===== config.mk =====
export PLATFORM = sky130hd
export DESIGN_NAME = mem_req_issuer
export DESIGN_NICKNAME = d
export VERILOG_FILES = /design/src/rtl/mem_req_issuer.sv
export SDC_FILE = /design/constraint.sdc
export NUM_CORES = 1
export LEC_CHECK = 0
export ABC_CLOCK_PERIOD_IN_PS = 7100
export CAP_MARGIN = 20
export CORE_MARGIN = 2
export CORE_UTILIZATION = 35
export DETAILED_ROUTE_END_ITERATION = 7
export SYNTH_ARGS = -nofsm -noshare
export SYNTH_HDL_FRONTEND = slang
export SYNTH_SLANG_ARGS = --single-unit

===== constraint.sdc =====
create_clock -name clk -period 7.1 [get_ports clk]
set_input_delay 0.71 -clock clk [delete_from_list [all_inputs] [get_ports clk]]
set_output_delay 0.71 -clock clk [all_outputs]
set_load 0.05 [all_outputs]

===== src/rtl/mem_req_issuer.sv =====
`default_nettype none
// ============================================================================
// Module   : mem_req_issuer
// Brief    : MEM-stage request issuer for the RAM1/UART controller. It uses a
//            token handshake, answers UART status reads locally, and has a
//            watchdog.
// Revision : 1.0 - initial release
// ============================================================================
module mem_req_issuer #(
   parameter logic [15:0] UART_STAT_ADDR = 16'hBF01,
   parameter int          TIMEOUT_W      = 20,
   parameter int          QUEUE_SIZE     = 4
) (
   input  logic                  clk,
   input  logic                  rst,
   input  logic                  req_valid,
   input  logic                  req_wr,
   input  logic [15:0]           req_addr,
   input  logic [15:0]           req_wdata,
   output logic                  stall,
   output logic [15:0]           rdata,
   output logic                  rdata_valid,
   output logic                  timeout_err,
   output logic                  need_to_work,
   output logic                  mem_rd,
   output logic                  mem_wr,
   output logic [15:0]           mem_addr,
   output logic [15:0]           mem_value,
   output logic [31:0]           mem_act,
   input  logic                  work_done,
   input  logic [15:0]           result,
   input  logic [QUEUE_SIZE-1:0] q_front,
   input  logic [QUEUE_SIZE-1:0] q_tail,
   input  logic                  tbre
);

   typedef enum logic [1:0] {
      ST_IDLE  = 2'd0,
      ST_ISSUE = 2'd1,
      ST_WAIT  = 2'd2,
      ST_DONE  = 2'd3
   } state_t;

   // The watchdog fires on the WAIT cycle whose increment reaches all-ones.
   localparam logic [TIMEOUT_W-1:0] c_wdog_fire = {{(TIMEOUT_W-1){1'b1}}, 1'b0};
   localparam logic [TIMEOUT_W-1:0] c_wdog_one  = {{(TIMEOUT_W-1){1'b0}}, 1'b1};

   state_t               r_state;
   logic [TIMEOUT_W-1:0] r_wdog;
   logic                 w_is_stat;
   logic [15:0]          w_stat_word;

   assign w_is_stat   = (req_addr == UART_STAT_ADDR);
   assign w_stat_word = {14'b0, (q_front != q_tail), tbre};

   assign stall = ((r_state == ST_IDLE) && req_valid) ||
                  (r_state == ST_ISSUE) || (r_state == ST_WAIT);

   always_ff @(posedge clk or negedge rst) begin
      if (!rst) begin
         r_state      <= ST_IDLE;
         r_wdog       <= '0;
         rdata        <= 16'h0000;
         rdata_valid  <= 1'b0;
         timeout_err  <= 1'b0;
         need_to_work <= 1'b0;
         mem_rd       <= 1'b0;
         mem_wr       <= 1'b0;
         mem_addr     <= 16'h0000;
         mem_value    <= 16'h0000;
         mem_act      <= 32'h0000_0000;
      end else begin
         rdata_valid <= 1'b0;
         case (r_state)
            ST_IDLE: begin
               if (req_valid) begin
                  if (w_is_stat) begin
                     // Status writes are dropped; status reads never reach the controller.
                     if (!req_wr) begin
                        rdata <= w_stat_word;
                     end
                     rdata_valid <= 1'b1;
                     r_state     <= ST_DONE;
                  end else begin
                     mem_wr       <= req_wr;
                     mem_rd       <= !req_wr;
                     mem_addr     <= req_addr;
                     mem_value    <= req_wdata;
                     need_to_work <= 1'b1;
                     mem_act      <= mem_act + 32'd1;
                     r_wdog       <= '0;
                     r_state      <= ST_ISSUE;
                  end
               end
            end
            // work_done may still reflect the previous token here, so ignore it.
            ST_ISSUE: begin
               r_state <= ST_WAIT;
            end
            ST_WAIT: begin
               if (work_done) begin
                  if (mem_rd) begin
                     rdata <= result;
                  end
                  need_to_work <= 1'b0;
                  mem_rd       <= 1'b0;
                  mem_wr       <= 1'b0;
                  rdata_valid  <= 1'b1;
                  r_state      <= ST_DONE;
               end else if (r_wdog == c_wdog_fire) begin
                  timeout_err  <= 1'b1;
                  rdata        <= 16'h0000;
                  need_to_work <= 1'b0;
                  mem_rd       <= 1'b0;
                  mem_wr       <= 1'b0;
                  rdata_valid  <= 1'b1;
                  r_wdog       <= r_wdog + c_wdog_one;
                  r_state      <= ST_DONE;
               end else begin
                  r_wdog <= r_wdog + c_wdog_one;
               end
            end
            ST_DONE: begin
               r_state <= ST_IDLE;
            end
            default: begin
               r_state <= ST_IDLE;
            end
         endcase
      end
   end

endmodule
`default_nettype wire


# Word-level counts from Yosys, hierarchy flattened

Cells that the tools add are included.

Shift-type cells: 0
Add/subtract/negate cells: 2
Equality and inequality tests: 13
$mul: 0
Div/mod/pow operators: 0
Bitwise operators: 2
Multiplexer cells: 32
Order comparisons: 0
Reductions and logical operators: 12

Operators by type and width:

| operator              | count |
|---|---|
| $mux 16               | 6 |
| $mux 20               | 3 |
| $pmux 20 s2           | 1 |
| $add 32x1->32 const B | 1 |
| $pmux 16 s2           | 1 |
| $add 20x1->20 const B | 1 |
| $eq 20x20->1 const B  | 1 |
| $eq 16x16->1 const B  | 1 |
| $mux 1                | 12 |
| $ne 2x2->1 const B    | 5 |
| $mux 2                | 4 |
| $pmux 1 s2            | 4 |
| $pmux 2 s4            | 1 |
| $reduce_and 4->1      | 2 |
| $reduce_and 3->1      | 2 |
| $reduce_and 6->1      | 1 |
| $eq 2x2->1 const B    | 2 |
| $ne 4x4->1            | 1 |
| $ne 3x2->1 const B    | 1 |
| $ne 3x3->1 const B    | 1 |
| $eq 2x1->1 const B    | 1 |
| $logic_not 2->1       | 1 |
| $logic_or 1x1->1      | 2 |
| $not 1->1             | 2 |
| 4 further kinds       | 4 |

Logic and storage cells: 72
Output and inout bits: 86
ROM bits: 0
Flip-flop bits (word level): 107
Memories kept: 0
Bits in writable memories: 0
Latch bits: 0
Bits of input ports: 62

# Logic depth before layout (Yosys ltp)

Depth in word-level cells: 5
Depth in mapped cells: 10
Gate-level depth less buffers: 7

# Worst setup path before layout

OpenSTA, ideal clock, no wires.

Path kind: input port to flip-flop
From: in req_addr[2]
To: reg rdata[0]
Cell stages on the path: 6
Buffers on the path: 1
Required time: 6.973 ns
Setup time: 0.127 ns
Arrival: 2.505 ns
Setup slack: 4.467 ns
Cell sequence: or4_4 -> nor4_4 -> a21oi_1 -> nor3_4 -> buf_6 -> mux2_1

Word-level cells in the longest chain between the ends: 3

RTL lines:

| item                       | line | RTL |
|---|---|---|
| start: declaration         | 18   | `input logic [15:0] req_addr,` |
| $eq 16x16->1               | 53   | `assign w_is_stat = (req_addr == UART_STAT_ADDR);` |
| $ne 2x2->1 (no line)       | -    |  |
| $reduce_and 6->1 (no line) | -    |  |
| end signal: assignment     | 80   | `rdata <= w_stat_word;` |
| end signal: assignment     | 103  | `rdata <= result;` |
| end: declaration           | 21   | `output logic [15:0] rdata,` |

Every way passes these cells.
A chain may end at the register's enable or synchronous reset.

# Worst setup path in the final report

From: in req_addr[1]
To: reg mem_wr

Word-level cells in the longest chain between the ends: 3

RTL lines:

| item                       | line | RTL |
|---|---|---|
| $eq 16x16->1               | 53   |  |
| $ne 2x2->1 (no line)       | -    |  |
| $reduce_and 4->1 (no line) | -    |  |
| end signal: assignment     | 85   | `mem_wr <= req_wr;` |
| end: declaration           | 26   | `output logic mem_wr,` |

Every way passes these cells.

==> summary.txt <==
Outcome
  • Outcome: finished clean

Timing
  • Slew headroom: 0.3001
  • Worst-Margin Slew: approximately 1.0 ns
  • F_max: 286.9 MHz
  • Hold Vio Cnt, Final: 0
  • RSZ-0062 raised after global routing: false
  • Post-route minimum period: 3.486 ns
  • Final worst-path cycle share: 0.4910
  • Min Hold Slack: 0.3490 ns
  • Max Slew Vio Count: 0
  • Count of final setup violators: 0
  • Setup TNS: 0 ns
  • Skew final: 0.005654 ns

Synth
  • Synth Cell Area: between 5000 and 6000 µm²
  • Seq/Total Area, Yosys: 0.5353
  • Flop and latch count out of synthesis: roughly 110
  • Mapped Nets: 561
  • Synthesized instance count: 493
  • Ys flop type: dfrtp_1
  • Synth Warn #: 0
  • Area leader, netlist: dfrtp_1
  • Post-synth top area share: 0.5353
  • Synth cell types: between 50 and 60
  • Asr flop ratio synth: 1.000
  • Number of flops mapped to enable cells by yosys: 0
  • Synthesized area per cell: 10.15 µm²
  • Synth top area cells: dfrtp_1 (54%), nand2_1 (8.9%), xnor2_1 (4.4%)

Layout
  • Area growth syn-to-layout: 38.39%
  • Fillers: 1290
  • Post-route cell area: 6923 µm²
  • Fin nets: 701
  • Fin util: 0.4968
  • Final Non-Filler Cells: 818
  • Share of cells above drive strength 1: 0.05643
  • Diodes inserted: 0

Global routing
  • M2 GR Usage: 0.2634
  • Vias in the first global route: 4075
  • Grt ovf: 0
  • First-pass GRT wire length: 20600 µm
  • M3 GR Usage: 0.06780
  • Largest net degree at the start of global routing: 64
  • Grt met1 use: 0.2327
  • GR peak layer: met2
  • Antenna violations before repair: 0
  • Aggregate global-route resource usage: 0.1748

Detailed routing
  • Routed via count: 4065
  • Routed Antenna Nets: 0
  • DRT Wirelength: 12700 µm
  • WL per Instance: ~16 µm
  • First-pass iteration count of the detailed router: 4
  • Initial drt markers: around 220
  • Vias/cell: between 4 and 5
  • # DRC: 0

Clock network
  • CTS Root Cell: clkbuf_16
  • TritonCTS clock tree: yes
  • CTS hold repair buffers: 0
  • # H-tree levels: 3
  • # resized after CTS: 0
  • Clock Tree Buf Depth: 2
  • CTS clock-pin slew for the worst setup and hold paths: 0.07 ns
  • Setup Buffers After CTS: 0
  • CTS Buf Count: 9
  • Sink Count: 107
  • Clock insertion delay at the later pin of the skew report: 0.35 ns

Floorplanning
  • Die Span Y: 123.6 µm
  • Ports: around 150
  • Num rows: 43
  • Chip width: 123.6 µm
  • Full die area: roughly 15000 µm²
  • Initial Utilization: 0.3590
  • Core area: 13930 µm²

Critical path
  • WS Path Type: input port to flop
  • Crit end category: flop
  • Arrival @ worst endpoint: 3.73 ns
  • CP required: 7.34 ns
  • Crit start category: input port
  • Worst Path Max Fanout: 35

Placed design
  • Placed cell count: 802
  • Post-DP HPWL: 9073 µm
  • Buffers on Ports: 147
  • Dpl cell area: 6614 µm²
  • Routability congestion estimate: 0.8138

Pwr
  • Leakage power: 0.003146 µW
  • Pwr dens: 380.9 nW/µm²
  • VDD IR max: 0.2499 mV

Min path
  • HP Class: input port to async pin

Job
  • Max-cap violations: 0
[worst max-delay path: stages]
cell             delay [ns]
clkdlybuf4s50_1        0.42
or4b_1                 0.65
or4_1                  0.60
nand2_2                0.56
nor2_1                 0.42
a22o_1                 0.35
[per-layer routing]
| metal | wire [µm] | part of all wire | vias up |
|---|---|---|---|
| met4 | 187 | 0.015 | 0 |
| met5 | 0 | 0 | - |
| met2 | 5907 | 0.47 | 100 |
| met3 | 857 | 0.068 | 14 |
| li1 | - | - | 1970 |
| met1 | 5743 | 0.45 | 1981 |
[registers in the layout (all words and copies together), names as in the netlist]
| name | cells |
|---|---|
| r_state | 2 |
| mem_rd | 1 |
| mem_addr | 16 |
| mem_wr | 1 |
| mem_value | 16 |
| need_to_work | 1 |
| mem_act | 32 |
| rdata | 16 |
| timeout_err | 1 |
| rdata_valid | 1 |
| r_wdog | 20 |
[cells in the mapped netlist, types with 2 or more instances]
library cell	n
nand2_1	118
dfrtp_1	107
xnor2_1	25
and3_1	24
nand4_1	19
nor2_1	18
nand3_1	17
o21ai_0	16
a21oi_1	14
xor2_1	14
inv_1	11
clkbuf_1	10
mux2_1	10
buf_2	8
or3_1	8
and2_1	6
ha_1	6
mux2_2	6
and4_1	5
o31ai_1	5
nor3_1	4
or4_1	4
a22o_1	3
a2111oi_0	2
a21o_1	2
buf_6	2
nand4b_1	2
nor4_4	2
o21a_1	2
o41ai_1	2
[logic make-up after synthesis]
logic type,synth area share
simple gates,0.2441
flops,0.5353
compound gates,0.07104
xor+xnor,0.06828
buf+inv,0.02827
mux,0.03802
fa+ha+maj,0.01501
[final cells by class]
type	count	area [µm²]	share of cell area
sequential	107	2678	0.3868
multi-input combinational	355	2186	0.3157
timing repair buffer	149	1484	0.2143
clock buffer	10	239.0	0.03452
tap	180	225.2	0.03253
clock inverter	6	70.07	0.01012
inverter	11	41.29	0.005964
[through the flow]
step / worst slack, ns / total power (µW)
5_1_grt: 3.427 / 2788
3_3_place_gp: 3.296 / 2127
2_1_floorplan: 4.467 / 1701
3_5_place_dp: 3.241 / 2136
6_report: 3.614 / 2637
4_1_cts: 3.606 / 2667
[power by group]
part	leakage (µW)	internal (µW)	switching, µW
Clock	0.000154	287	230
Combinational	0.00158	414	852
Sequential	0.00142	758	96.2
Total	0.00315	1460	1180
[final timing paths]
check                             from           to  slack (ns)  depth (start not counted)
hold reg to reg            mem_addr[9]  mem_addr[9]        0.47                          2
max in group asynchronous          rst   r_wdog[13]        5.50                          2
min in group clk           mem_addr[9]  mem_addr[9]        0.47                          2
setup / recovery           req_addr[1]       mem_wr        3.61                          6
hold / removal                     rst  mem_act[31]        0.35                          1
setup reg to reg            r_state[0]   r_wdog[16]        3.97                          7
[cell usage in the layout (no fill, tap or decap), drive strengths merged, types with 3 or more instances in the layout]
cell | Yosys | final
a21oi | 14 | 14
a22o | 3 | 3
and2 | 6 | 6
and3 | 24 | 24
and4 | 6 | 6
buf | 10 | 3
clkbuf | 10 | 10
clkdlybuf4s50 | 0 | 146
dfrtp | 107 | 107
ha | 6 | 6
inv | 11 | 14
mux2 | 16 | 16
nand2 | 119 | 119
nand3 | 17 | 17
nand4 | 19 | 19
nor2 | 18 | 18
nor3 | 5 | 5
nor4 | 3 | 3
o21ai | 16 | 16
o31ai | 5 | 5
o41ai | 3 | 3
or3 | 8 | 8
or4 | 5 | 5
xnor2 | 25 | 25
xor2 | 14 | 14
Note: power is estimated with default switching activity, not from simulation.
